`config.mk`:
```
export PLATFORM = sky130hd
export DESIGN_NAME = conv_job_scheduler
export DESIGN_NICKNAME = d
export VERILOG_FILES = /design/src/rtl/conv_job_scheduler.sv
export SDC_FILE = /design/constraint.sdc
export NUM_CORES = 1
export LEC_CHECK = 0
export CORE_UTILIZATION = 30
export CTS_CLUSTER_SIZE = 16
export DETAILED_ROUTE_END_ITERATION = 16
export PLACE_DENSITY = 0.5
export SYNTH_ARGS = -nofsm -noshare
export SYNTH_HDL_FRONTEND = slang
export SYNTH_SLANG_ARGS = --single-unit
```
`constraint.sdc`:
```
create_clock -name clk -period 5.2 [get_ports clk]
set_input_delay 1.04 -clock clk [delete_from_list [all_inputs] [get_ports clk]]
set_output_delay 1.04 -clock clk [all_outputs]
set_load 0.05 [all_outputs]
```
`src/rtl/conv_job_scheduler.sv`:
```
// conv_job_scheduler: queues convolution jobs, launches them one at a time and checks each job's output count
// Ports:
//   clk, arst_n_in                     clock, asynchronous active-low reset
//   job_valid/job_ready                host job handshake
//   job_base_addr, job_nb_outputs      job payload (base address, expected output count)
//   ctrl_start, ctrl_base_addr         launch pulse and base address to the convolution controller
//   ctrl_running, ctrl_output_valid    controller busy level and output strobe
//   busy, job_done, job_id             scheduler status, completion pulse, last completed job number
//   out_count, error, clear_error      output counter, sticky count-mismatch flag and its clear
module conv_job_scheduler #(
    parameter int LOG2_OF_MEM_HEIGHT = 20,
    parameter int QUEUE_DEPTH        = 4,
    parameter int DRAIN_CYCLES       = 4
) (
    input  logic                          clk,
    input  logic                          arst_n_in,
    input  logic                          job_valid,
    output logic                          job_ready,
    input  logic [LOG2_OF_MEM_HEIGHT-1:0] job_base_addr,
    input  logic [31:0]                   job_nb_outputs,
    output logic                          ctrl_start,
    output logic [LOG2_OF_MEM_HEIGHT-1:0] ctrl_base_addr,
    input  logic                          ctrl_running,
    input  logic                          ctrl_output_valid,
    output logic                          busy,
    output logic                          job_done,
    output logic [7:0]                    job_id,
    output logic [31:0]                   out_count,
    output logic                          error,
    input  logic                          clear_error
);
    localparam int PW = $clog2(QUEUE_DEPTH);
    localparam int DW = $clog2(DRAIN_CYCLES + 1);

    typedef enum logic [2:0] {IDLE, LAUNCH, WAIT_RUN, RUN, DRAIN, DONE} state_t;

    state_t                        state, state_nxt;
    logic [LOG2_OF_MEM_HEIGHT-1:0] q_addr [QUEUE_DEPTH];
    logic [31:0]                   q_nb   [QUEUE_DEPTH];
    logic [PW-1:0]                 rd_ptr, wr_ptr;
    logic [PW:0]                   occ;
    logic [31:0]                   exp_count;
    logic [DW-1:0]                 drain_cnt;
    logic                          push, pop, counting;

    // ready depends only on the registered occupancy, so a same-cycle pop never admits a push into a full queue
    assign job_ready  = occ != (PW+1)'(QUEUE_DEPTH);
    assign push       = job_valid && job_ready;
    assign pop        = state == LAUNCH;
    assign counting   = ctrl_output_valid && (state == WAIT_RUN || state == RUN || state == DRAIN);
    assign ctrl_start = pop;
    assign busy       = state != IDLE;
    assign job_done   = state == DONE;

    always_ff @(posedge clk)
        if (push) begin
            q_addr[wr_ptr] <= job_base_addr;
            q_nb[wr_ptr]   <= job_nb_outputs;
        end

    always_comb begin
        state_nxt = state;
        case (state)
            IDLE:     state_nxt = occ != '0 ? LAUNCH : IDLE;
            LAUNCH:   state_nxt = WAIT_RUN;
            WAIT_RUN: state_nxt = ctrl_running ? RUN : WAIT_RUN;
            RUN:      state_nxt = ctrl_running ? RUN : DRAIN;
            DRAIN:    state_nxt = drain_cnt == DW'(1) ? DONE : DRAIN;
            DONE:     state_nxt = IDLE;
            default:  state_nxt = IDLE;
        endcase
    end

    always_ff @(posedge clk or negedge arst_n_in) begin
        if (!arst_n_in) begin
            state          <= IDLE;
            rd_ptr         <= '0;
            wr_ptr         <= '0;
            occ            <= '0;
            ctrl_base_addr <= '0;
            exp_count      <= '0;
            drain_cnt      <= '0;
            job_id         <= '0;
            out_count      <= '0;
            error          <= 1'b0;
        end else begin
            state  <= state_nxt;
            occ    <= occ + (PW+1)'(push) - (PW+1)'(pop);
            wr_ptr <= wr_ptr + PW'(push);
            rd_ptr <= rd_ptr + PW'(pop);
            // capture the head on the way into LAUNCH so the address is already valid alongside ctrl_start
            if (state == IDLE && occ != '0) begin
                ctrl_base_addr <= q_addr[rd_ptr];
                exp_count      <= q_nb[rd_ptr];
            end
            out_count <= pop ? '0 : (counting && out_count != '1) ? out_count + 32'd1 : out_count;
            drain_cnt <= state == RUN ? DW'(DRAIN_CYCLES) : state == DRAIN ? drain_cnt - DW'(1) : drain_cnt;
            job_id    <= job_id + 8'(job_done);
            // a mismatch at completion wins over a simultaneous clear
            error     <= (job_done && out_count != exp_count) || (error && !clear_error);
        end
    end
endmodule

```
==> results.md, run 1 <==
- The first global-routing pass estimated 45240 µm of wire.
- The routed wire length per instance is 20.32 µm.
- STA classifies the critical path startpoint as a flop.
- The worst clock skew is 0.01793 ns.
- The number of sinks driven by the clock tree is 314.
- In the synthesized netlist the dominant register cell turns out to be sky130_fd_sc_hd__edfxtp_1.
- In this run, post-CTS hold repair placed 0 buffers.
- In this run the remaining antenna-violating nets after routing total 0.
- The synthesized area per cell is 17.49 µm².
- Of the available clock period, the critical path in the final layout requires 68.01%.
- The combined global-route utilization of all metal layers is 13.79%.
- In this run the count of I/O pins placed on the die edge is 123.
- The setup TNS is 0 ns.
- Port buffering added 122 buffers.
- The worst path arrival time is 2.50 ns.
- The final-report max-slew violation count is 0.
- The layout has 3830 filler cells.
- The flow ran to the end, and the final reports show no timing, DRC or antenna violations.
- The post-route DRC violation count is 0.
- The startpoint identified for the worst hold timing path is job_id[7].
- The number of standard-cell rows in the floorplan is 74.
- The CTS buffer count is 36.
- The sum of routed wire length over all layers is 28930 µm.
- The worst setup path is of the reg2out kind.
- In this run the worst path has a maximum fanout of 11.
- Leaving out filler cells and counting taps, the final layout contains 1424.
- The count of warnings emitted by yosys is 0.
- The cell accounting for the most synthesized area is sky130_fd_sc_hd__edfxtp_1.
- After global routing the overflow that remains totals 0.
- The H-tree was split into 2 levels.
- Combinational cells account for 29.8% of the total power.
- Across all layers, the routed design uses 6863 vias.
- STA classifies the critical path endpoint as an output pin.
- The net switching power is 2.784 mW.
- The tightest slew margin relative to the limit is 43.59%.
- Setup slack on the worst reg-to-reg path comes out at 2.36 ns.
- The number of hold violations in the final report was 0.
- The share of synthesized area in the top cell type comes to 49.40%.
- The total leakage power is 5.515 nW.
- In the layout the commonest cells are 208 x sky130_fd_sc_hd__edfxtp_1, 121 x sky130_fd_sc_hd__clkdlybuf4s50_1, 104 x sky130_fd_sc_hd__dfrtp_1.
- The final setup violation count is 0.
- After synthesis the netlist holds a flip-flop and latch count of 314.
- In the final design database the tool counted 932 nets.
- The largest net degree at the start of global routing is 59.
- At the pin with the least slew margin, the transition time is 0.8461 ns.
- The final weighted congestion of routability-driven global placement is 0.7963.
- For hold timing, the worst endpoint is job_id[7].
- The vertical die dimension is 207.3 µm.
- The number of cells on the worst reg-to-reg path is 11.
- Together, buffers and inverters on the worst path number 2.
- The total of max-cap violations is 0.
- Walking the worst path, the cells encountered are nand2b_1 > or2_2 > clkinv_1 > clkdlybuf4s50_1.
- The slowest stage of the critical path belongs to the cell sky130_fd_sc_hd__clkdlybuf4s50_1.
- The capturing point of the worst reg2reg path is occ[2].
- On the worst path, the slowest cell contributes a delay of 0.80 ns.
- The overall die width is 207.3 µm.
- The layout cell share with drive strength beyond 1 is 20.54%.
- Across the VDD grid, the largest voltage drop is 0.3721 mV.
- The number of enable flip-flop cells after synthesis is 208.
- Clock-pin slew was measured on the worst setup and hold paths at 0.05 ns.
- The die covers 0.04297 mm².
- The proportion of power drawn by the clock network is 27.1%.
- The power consumption is 8.642 mW.
- After synthesis, the share of flip-flops with an asynchronous set or reset is 33.76%.
- The design internal power is 5.858 mW.
- The hold path depth is 1.
- Setup repair after global routing left no endpoint under its margin.
- The netlist uses 52 different library cells.
- After detailed routing, the number of vias per cell comes to 4.820.
- The iteration-0 DRC count of the detailed router is 415.
- Post-CTS timing repair inserted 0 buffers for setup.
- The number of antenna violations at the first check in global routing was 3.
- The CTS tree is yes.
- The initial core utilization is 30.69%.
- For the finished layout, the period the worst path requires is 3.536 ns.
- The upper clock frequency limit is 282.8 MHz.
- The synthesis-to-finish area growth is 23.29%.
- The required time of the critical path is 4.16 ns.
- The clock reaches the later pin of the worst-skew pair after 0.52 ns.
- The family with the most delay on the worst path is buffers and inverters.
- The cell area after technology mapping is 0.01264 mm².
- The startpoint identified for the worst register-to-register timing path is state[2].
- The cell sitting at the root of the clock tree is a sky130_fd_sc_hd__clkbuf_16.
- Before antenna repair, the detailed router went through 4 iterations.
- The estimated wirelength of the detail-placed design is 18260 µm.
- The number of nets produced by synthesis is 791.
- In this run the power density over the cells is 554.3 mW/mm².
- The clock passes through at most 3 buffers.
- Leaving out fill and tap cells, the most frequent cell in the layout is sky130_fd_sc_hd__edfxtp_1.
- In this run, post-CTS repair resized a total of 0 instances.
- The cell count after placement is 1358.
- The min-delay analysis places its worst path in the category reg2reg.
- Net switching is 32.21% of the power.
- The sequential share of power is 43.0%.
- The sequential fraction of the synthesis area is 70.37%.
- Yosys attributes the largest share of cell area to sky130_fd_sc_hd__edfxtp_1 49%, sky130_fd_sc_hd__dfrtp_1 21%, sky130_fd_sc_hd__mux4_2 9.3%.
- The via count of the first global-routing pass is 7199.
- The number of cells produced by synthesis is 723.
- The region available for standard cell placement spans 0.04120 mm².
state kept, by name, summed over array words and instances (netlist names):
signal	count
drain_cnt	3
q_addr	80
error	1
job_id	8
out_count	32
exp_count	32
ctrl_base_addr	20
q_nb	128
occ	3
wr_ptr	2
rd_ptr	2
state	3
per-stage QoR:
| stage | cell area [µm²] | setup slack (ns) | utilization [%] | hold slack [ns] |
|---|---|---|---|---|
| floorplan | 12660 | 1.455 | - | 0.4734 |
| global route | 15590 | 1.574 | 37.83 | 0.5231 |
| detailed placement | 14500 | 1.935 | 35.19 | 0.4769 |
| CTS | 15590 | 1.632 | 37.83 | 0.4892 |
| finish | 15590 | 1.664 | 37.84 | 0.4797 |
| global placement | 14500 | 1.958 | 35.19 | 0.4685 |
per-layer routing:
metal | wire length, µm | global-route usage, % | vias to the layer above
met3 | 1475 | 2.950 | 45
li1 | - | - | 3134
met1 | 13500 | 19.32 | 3512
met5 | 22 | 0 | -
met4 | 525 | 3.448 | 4
met2 | 13420 | 21.76 | 168
cells by family (layout without fill, tap and decap cells):
kind of cell,count (synthesis),in the layout,share of synthesized area [%]
AOI/OAI and AO/OA,56,56,2.959
xor gates and xnor gates,45,45,3.117
adders and majority gates,10,10,1.049
buffers and inverters,42,210,1.613
DFF,314,314,70.37
muxes,108,108,14.21
other,0,1,0
and+or+nand+nor,148,148,6.679
power groups by stage:
stage / Combinational [mW] / Clock (mW) / Sequential, mW
global route: 2.78 / 2.53 / 3.81
floorplan: 1.60 / 0 / 3.95
detailed placement: 2.65 / 0 / 3.79
CTS: 2.66 / 2.43 / 3.74
finish: 2.58 / 2.35 / 3.72
global placement: 2.63 / 0 / 3.78
worst max path at each step:
stage	depth (start not counted)	slack [ns]	from	end
6_report	4	1.66	state[2]	ctrl_start
5_1_grt	4	1.57	state[2]	ctrl_start
4_1_cts	4	1.63	state[2]	ctrl_start
3_5_place_dp	5	1.94	job_valid	q_addr[3][5]
3_3_place_gp	5	1.96	job_valid	q_addr[3][11]
2_1_floorplan	2	1.46	job_valid	q_addr[1][0]
cell type report:
type | instances | area (µm²) | area share, %
diodes | 1 | 2.502 | 0.01605
well taps | 532 | 665.6 | 4.270
repair buffers | 133 | 1301 | 8.347
multi-input cells | 367 | 3585 | 22.99
flip-flops and latches | 314 | 8904 | 57.11
inverters | 12 | 45.04 | 0.2889
clock buffers | 50 | 963.4 | 6.180
clock inverters | 15 | 123.9 | 0.7945
cells in the mapped netlist (4+ instances only):
master                       n
sky130_fd_sc_hd__mux2i_1     4
sky130_fd_sc_hd__a21oi_1    20
sky130_fd_sc_hd__edfxtp_1  208
sky130_fd_sc_hd__and3_1      9
sky130_fd_sc_hd__buf_2      10
sky130_fd_sc_hd__nand3_1    19
sky130_fd_sc_hd__buf_1       7
sky130_fd_sc_hd__clkbuf_1    7
sky130_fd_sc_hd__mux4_2     52
sky130_fd_sc_hd__o21ai_0     7
sky130_fd_sc_hd__nor4_1     12
sky130_fd_sc_hd__xnor2_1     9
sky130_fd_sc_hd__ha_1        9
sky130_fd_sc_hd__nand4_1    13
sky130_fd_sc_hd__xor2_1     36
sky130_fd_sc_hd__nor3_1      5
sky130_fd_sc_hd__nand2_1    31
sky130_fd_sc_hd__or4_1      13
sky130_fd_sc_hd__nand2b_1    4
sky130_fd_sc_hd__dfrtp_1   106
sky130_fd_sc_hd__mux2_2     52
sky130_fd_sc_hd__nor2_1     17
sky130_fd_sc_hd__o31ai_1    12
sky130_fd_sc_hd__inv_1      11
sky130_fd_sc_hd__or3_1       7
Power figures use the tool's default switching activity.
==> run 2, diff against run 1 <==
clock period = 3.2 ns   (was 5.2 ns; I/O delays follow)
==> run 2 against run 1 <==
  * Combinational power grew 69%
  * Routed wire length grew 1.1%
  * Largest power group unchanged
  * Via count is 1.0% higher
  * Die area unchanged
==> results.md, run 2 (synthesis gave the netlist of run 1 again) <==
- The combinational power share was 30.2% (+0.4 points).
- The via count of the first global-routing pass is 7088 (-1.5%).
- The initial core utilization came to 30.69% (unchanged).
- The net switching power came to 4.613 mW (+66%).
- The layout cell share with drive strength beyond 1 is 21.08% (+0.54 points).
- The number of hold buffers added after CTS was 0 (unchanged).
- The library cells used most frequently in the layout, excluding fill and tap cells, are 208 x sky130_fd_sc_hd__edfxtp_1, 120 x sky130_fd_sc_hd__clkdlybuf4s50_1, 104 x sky130_fd_sc_hd__dfrtp_1.
- The tightest slew margin relative to the limit is 54.99% (+11 points).
- The final weighted congestion of routability-driven global placement is 0.7645 (-4.0%).
- The number of buffers inserted to repair setup after CTS is 0 (unchanged).
- The combined global-route utilization of all metal layers was 13.77% (-0.025 points).
- The library cell used most frequently in the layout, excluding fill and tap cells, is sky130_fd_sc_hd__edfxtp_1.
- The number of standard-cell rows in the floorplan is 74 (unchanged).
- The final setup violation count was 0 (unchanged).
- The sequential share of power is 42.0% (-1.0 points).
- The number of vias per cell after detailed routing is 4.869 (+1.0%).
- Setup repair after global routing left no endpoint under its margin.
- The number of hold violations in the final report is 0 (unchanged).
- The largest registers in the layout are q_nb x128, q_addr x80.
- The power consumption was 14.40 mW (+67%).
- The sum of routed wire length over all layers was 29240 µm (+1.1%).
- The I/O pin count was 123 (unchanged).
- The largest driver fanout on the critical path was 10 (-1).
- The first-pass iteration count of the detailed router was 5 (+1).
- The final worst-path setup slack was 0.3432 ns (-1.320 ns).
- The CTS buffer count is 35 (-2.8%).
- The number of gates given a new drive strength after cts is 0 (unchanged).
- The worst clock skew is 0.01513 ns (-0.002800 ns).
- The flow ran to the end, and the final reports show no timing, DRC or antenna violations.
- The part of the cycle the worst path needs is 89.28%.
- The total congestion overflow is 0 (unchanged).
- The signal on the critical path passes through or3_1 > clkdlybuf4s50_1.
- The total leakage power is 5.598 nW (+1.5%).
- The later-pin clock latency in the skew report came to 0.53 ns (about the same).
- The number of antenna cells inserted is 0 (-1).
- The highest ir drop seen on vdd is 0.4579 mV (+23%).
- The areal power density over the cells is 913.2 mW/mm² (+65%).
- The total of max-cap violations is 0 (unchanged).
- The count of buffers from port buffering was 122 (unchanged).
- The class of the most critical hold timing path is in2async.
- The estimated wirelength of the detail-placed design is 18130 µm (-0.71%).
- STA classifies the critical path endpoint as an output pin.
- q_nb holds more flip-flops than any other register.
- The number of flip-flops in the largest register is 128 (unchanged).
- The iteration-0 DRC count of the detailed router is 370 (-11%).
- The overall die width is 207.3 µm (unchanged).
- The critical path in this run is classified as reg2out.
- The CTS tree is yes.
- The required time of the critical path is 2.56 ns (-1.60 ns).
- The CTS clock-pin slew for the worst setup and hold paths is 0.06 ns (about the same).
- The final-report max-slew violation count is 0 (unchanged).
- The proportion of power drawn by the clock network was 27.8% (+0.7 points).
- The final cell utilization of the core is 38.27% (+0.43 points).
- The post-route antenna net violation count was 0 (unchanged).
- The final-stage net count was 933 (+0.11%).
- The number of H-tree branching levels is 2 (unchanged).
- The standard cell core area is 0.04120 mm² (unchanged).
- The post-place setup slack came to 0.7530 ns (-1.182 ns).
- The maximum buffer depth of the clock tree is 3 (unchanged).
- The worst setup path is launched from a flop.
- The slowest library cell on the worst path is sky130_fd_sc_hd__clkdlybuf4s50_1.
- The number of antenna violations at the first check in global routing is 2 (-1).
- The via count is 6933 (+1.0%).
- The global-route wire length before repair is 45040 µm (-0.44%).
- The vertical die dimension is 207.3 µm (unchanged).
- Static timing analysis puts the maximum clock frequency at 350.0 MHz.
- The number of sinks driven by the clock tree is 314 (unchanged).
- The die area came to 0.04297 mm² (unchanged).
- The slew of the pin with the lowest slew margin is 0.6696 ns (-0.1765 ns).
- The worst path arrival time was 2.22 ns (-0.28 ns).
- The final hold slack was 0.05945 ns (-0.4203 ns).
- The post-route DRC violation count is 0 (unchanged).
- The switching share of power is 32.04% (-0.18 points).
- The peak per-stage delay on the critical path is 0.73 ns (-0.07 ns).
- The routed wire length per instance is 20.54 µm (+1.1%).
- The synthesis-to-finish area growth is 24.71%.
- The design internal power is 9.786 mW (+67%).
- The largest net degree at the start of global routing was 54 (-8.5%).
- The clock root buffer master is sky130_fd_sc_hd__clkbuf_16.
- The routed design could run at a clock period as short as 2.857 ns.
run 2: worst max-delay path: cells and delay by family (launching register included):
kind | cells | cell delay (ns)
buffers and inverters | 1 | 0.73
flip-flops | 1 | 0.49
AND/OR/NAND/NOR | 1 | 0.48
run 2: per-stage QoR:
stage | instance area, µm² | std cells | setup TNS, ns
after floorplan | 12660 | 723 | -64.04
after global placement | 14630 | 1360 | 0
after detailed placement | 14630 | 1360 | 0
after CTS | 15770 | 1424 | 0
after global routing | 15770 | 1424 | 0
final | 15770 | 1424 | 0
run 2: power by group through the flow:
stage	Combinational (mW)	Clock (mW)	Sequential, mW
finish	4.35	4.00	6.05
global route	4.68	4.30	6.18
CTS	4.46	4.13	6.08
detailed placement	4.45	0	6.15
global placement	4.45	0	6.13
floorplan	2.60	0	6.43
run 2: cell type report:
type                    instances  area [µm²]
repair buffers                135        1426
multi-input cells             367        3585
inverters                      12       45.04
fillers                      3844       25430
well taps                     532       665.6
flip-flops and latches        314        8904
clock buffers                  42       953.4
clock inverters                22       190.2
run 2: path summary, 6_finish.rpt:
kind / startpoint / to / slack (ns) / cells past startpoint
hold reg to reg: job_id[0] / job_id[0] / 0.49 / 1
min in group clk: job_id[0] / job_id[0] / 0.49 / 1
setup / recovery: state[1] / busy / 0.34 / 2
setup reg to reg: out_count[0] / out_count[30] / 0.76 / 6
hold / removal: arst_n_in / job_id[4] / 0.06 / 1
max in group asynchronous: arst_n_in / ctrl_base_addr[13] / 2.45 / 2
run 2: layer usage:
layer	global-route usage [%]	part of all wire (%)	up-vias
met2	21.12	45	183
met5	0	0.085	-
met3	3.238	5.6	44
li1	-	-	3138
met4	4.169	1.9	4
met1	19.32	47	3564
==> run 3, diff against run 2 <==
CORE_UTILIZATION = 39   (was 30)
PLACE_DENSITY = 0.61   (was 0.5)
==> run 3 against run 2 <==
  * Clock skew shrank 0.00069 ns
  * Power increased by 0.28%
  * Critical path depth increased by 3
  * Sequential cell count did not move
  * Routed wire length fell by 6.7%
  * Critical path type unchanged
  * Largest cell class unchanged
  * Highest routed layer unchanged
==> results.md, run 3 (synthesis gave the netlist of run 1 again) <==
- The flow ran to the end, and the final reports show no timing, DRC or antenna violations.
- The critical path start-end classification is reg2out.
- The initial core utilization is 39.87% (+9.2 points).
- TritonCTS built the clock tree.
- The number of vias per cell after detailed routing is 5.357 (+10%).
- The via count came to 6954 (+0.30%).
- The class of the most critical hold timing path is in2async.
- The peak per-stage delay on the critical path came to 0.43 ns (-0.30 ns).
- The upper clock frequency limit was 340.3 MHz (-2.8%).
- The number of sinks driven by the clock tree was 314 (unchanged).
- The CTS buffer count is 36 (+2.9%).
- The final cell utilization of the core is 49.41% (+11 points).
- The areal power density over the cells is 921.3 mW/mm² (+0.89%).
- The part of the cycle the worst path needs is 91.82% (+2.5 points).
- The worst clock skew is 0.01444 ns (-0.0006894 ns).
- The total leakage power was 5.632 nW (+0.61%).
- The overall die width came to 182.1 µm (-12%).
- The number of flip-flops in the largest register is 128 (unchanged).
- The highest ir drop seen on vdd is 0.6808 mV (+49%).
- The count of buffers from port buffering is 122 (unchanged).
- The number of hold violations in the final report came to 0 (unchanged).
- The total buffers and inverters traversed by the critical path is 3 (+2).
- The largest registers in the layout are q_nb x128, q_addr x80.
- The first-pass iteration count of the detailed router is 5 (unchanged).
- The count of cells along the worst register-to-register path was 6 (unchanged).
- The critical path goes through nand2b_1 > or2_2 > clkinv_1 > buf_4 > buf_4.
- The post-route DRC violation count was 0 (unchanged).
- The cell that appears most often on the critical path is sky130_fd_sc_hd__buf_4.
- The vertical die dimension is 182.1 µm (-12%).
- The cell count after placement came to 1233 (-9.3%).
- The fill cell instance count of the final layout is 2690 (-30%).
- The top cell types in the final layout, fill and taps aside, are 208 x sky130_fd_sc_hd__edfxtp_1, 120 x sky130_fd_sc_hd__clkdlybuf4s50_1, 104 x sky130_fd_sc_hd__dfrtp_1.
- The final setup violation count came to 0 (unchanged).
- The tightest slew margin relative to the limit came to 47.94% (-7.1 points).
- The later-pin clock latency in the skew report is 0.52 ns (about the same).
- The iteration-0 DRC count of the detailed router is 506 (+37%).
- Leaving out fill and tap cells, the most frequent cell in the layout is sky130_fd_sc_hd__edfxtp_1.
- Setup repair after global routing left no endpoint under its margin.
- The worst setup path is captured at an output pin.
- The estimated wirelength of the detail-placed design is 16970 µm (-6.4%).
- In this run the critical register-to-register path is launched from out_count[0].
- The via count of the first global-routing pass is 7258 (+2.4%).
- The CTS clock-pin slew for the worst setup and hold paths is 0.05 ns (about the same).
- The number of antenna violations at the first check in global routing is 1 (-1).
- The slew of the pin with the lowest slew margin is 0.7809 ns (+0.1113 ns).
- The number of gates given a new drive strength after cts came to 0 (unchanged).
- The maximum buffer depth of the clock tree is 3 (unchanged).
- The final cell count without fillers came to 1298 (-8.8%).
- The worst setup slack for register-to-register paths was 0.78 ns (+0.02 ns).
- More flip-flops sit in one register than any other, and that register is q_nb.
- The number of standard-cell rows in the floorplan was 65 (-12%).
- The post-route antenna net violation count is 0 (unchanged).
- The total of max-cap violations is 0 (unchanged).
- The standard cell core area is 0.03172 mm² (-23%).
- The clock root buffer master is sky130_fd_sc_hd__clkbuf_16.
- The I/O pin count was 123 (unchanged).
- The synthesis-to-finish area growth is 23.95%.
- The number of antenna cells inserted is 0 (unchanged).
- The family with the most delay on the worst path is buffers and inverters.
- The number of H-tree branching levels was 2 (unchanged).
- The die area is 0.03315 mm² (-23%).
- The routed wire length per instance was 21.02 µm (+2.3%).
- The total congestion overflow is 0 (unchanged).
- The capturing point of the worst reg2reg path is out_count[30].
- The layout cell share with drive strength beyond 1 was 21.54% (+0.46 points).
- The largest driver fanout on the critical path is 28 (+18).
- The final-report max-slew violation count was 0 (unchanged).
- The final weighted congestion of routability-driven global placement is 0.8410 (+10%).
- The sort of element at the start of the critical path is a flop.
- The time the worst path needs with I/O delays and setup was 2.938 ns (+0.08149 ns).
- The number of hold buffers added after CTS came to 0 (unchanged).
- The final-stage net count is 937 (+0.43%).
- The slowest stage of the critical path belongs to the cell sky130_fd_sc_hd__dfrtp_1.
- The combined global-route utilization of all metal layers came to 16.93% (+3.2 points).
- The global-route wire length before repair came to 42820 µm (-4.9%).
- The worst path arrival time is 2.30 ns (+0.08 ns).
- The required time of the critical path was 2.56 ns (about the same).
- The sum of routed wire length over all layers is 27280 µm (-6.7%).
- The number of buffers inserted to repair setup after CTS is 0 (unchanged).
- The largest net degree at the start of global routing is 57 (+5.6%).
- The setup TNS was 0 ns (unchanged).
-- run 3: changes by cell type in the layout (fill, tap and decap cells not counted), sizes merged --
| cell | previous run | this run |
|---|---|---|
| clkbuf | 42 | 50 |
| clkinvlp | 1 | 0 |
| clkinv | 18 | 11 |
| inv | 12 | 13 |
| buf | 15 | 18 |
-- run 3: cell type report --
| class | instances | area (µm²) | area share (%) |
|---|---|---|---|
| Clock buffer | 50 | 993.5 | 6.339 |
| Clock inverter | 15 | 181.4 | 1.158 |
| Inverter | 12 | 45.04 | 0.2874 |
| Multi-Input combinational cell | 367 | 3585 | 22.87 |
| Sequential cell | 314 | 8904 | 56.81 |
| Tap cell | 402 | 503.0 | 3.209 |
| Timing Repair Buffer | 138 | 1461 | 9.325 |
-- run 3: worst max-delay path by stage --
stage                    from           end  depth (start not counted)
floorplan              occ[1]  q_addr[1][0]                          4
finish               state[2]    ctrl_start                          5
detailed placement  job_valid        occ[2]                          9
global route         state[2]    ctrl_start                          5
CTS                  state[2]    ctrl_start                          5
global placement    job_valid        occ[2]                          9
-- run 3: layer usage --
layer  track usage (%)  wire [µm]
met5                 0         12
met3             3.412       1476
met4             5.546        738
met2             26.59      12740
met1             23.69      12320
-- run 3: where the power goes --
part / internal, mW / switching [mW]
Combinational: 2.02 / 2.35
Sequential: 5.41 / 0.607
Clock: 2.43 / 1.61
Total: 9.87 / 4.57
-- run 3: through the flow --
stage	power (mW)	hold WS, ns	instance area [µm²]	setup WS [ns]
6_report	14.44	0.1917	15670	0.2617
5_1_grt	15.15	0.2427	15670	0.1152
4_1_cts	14.66	0.2223	15670	0.2262
3_5_place_dp	10.57	0.4610	14500	0.7415
3_3_place_gp	10.49	0.4604	14500	0.7549
2_1_floorplan	9.026	0.3444	12660	-0.4476
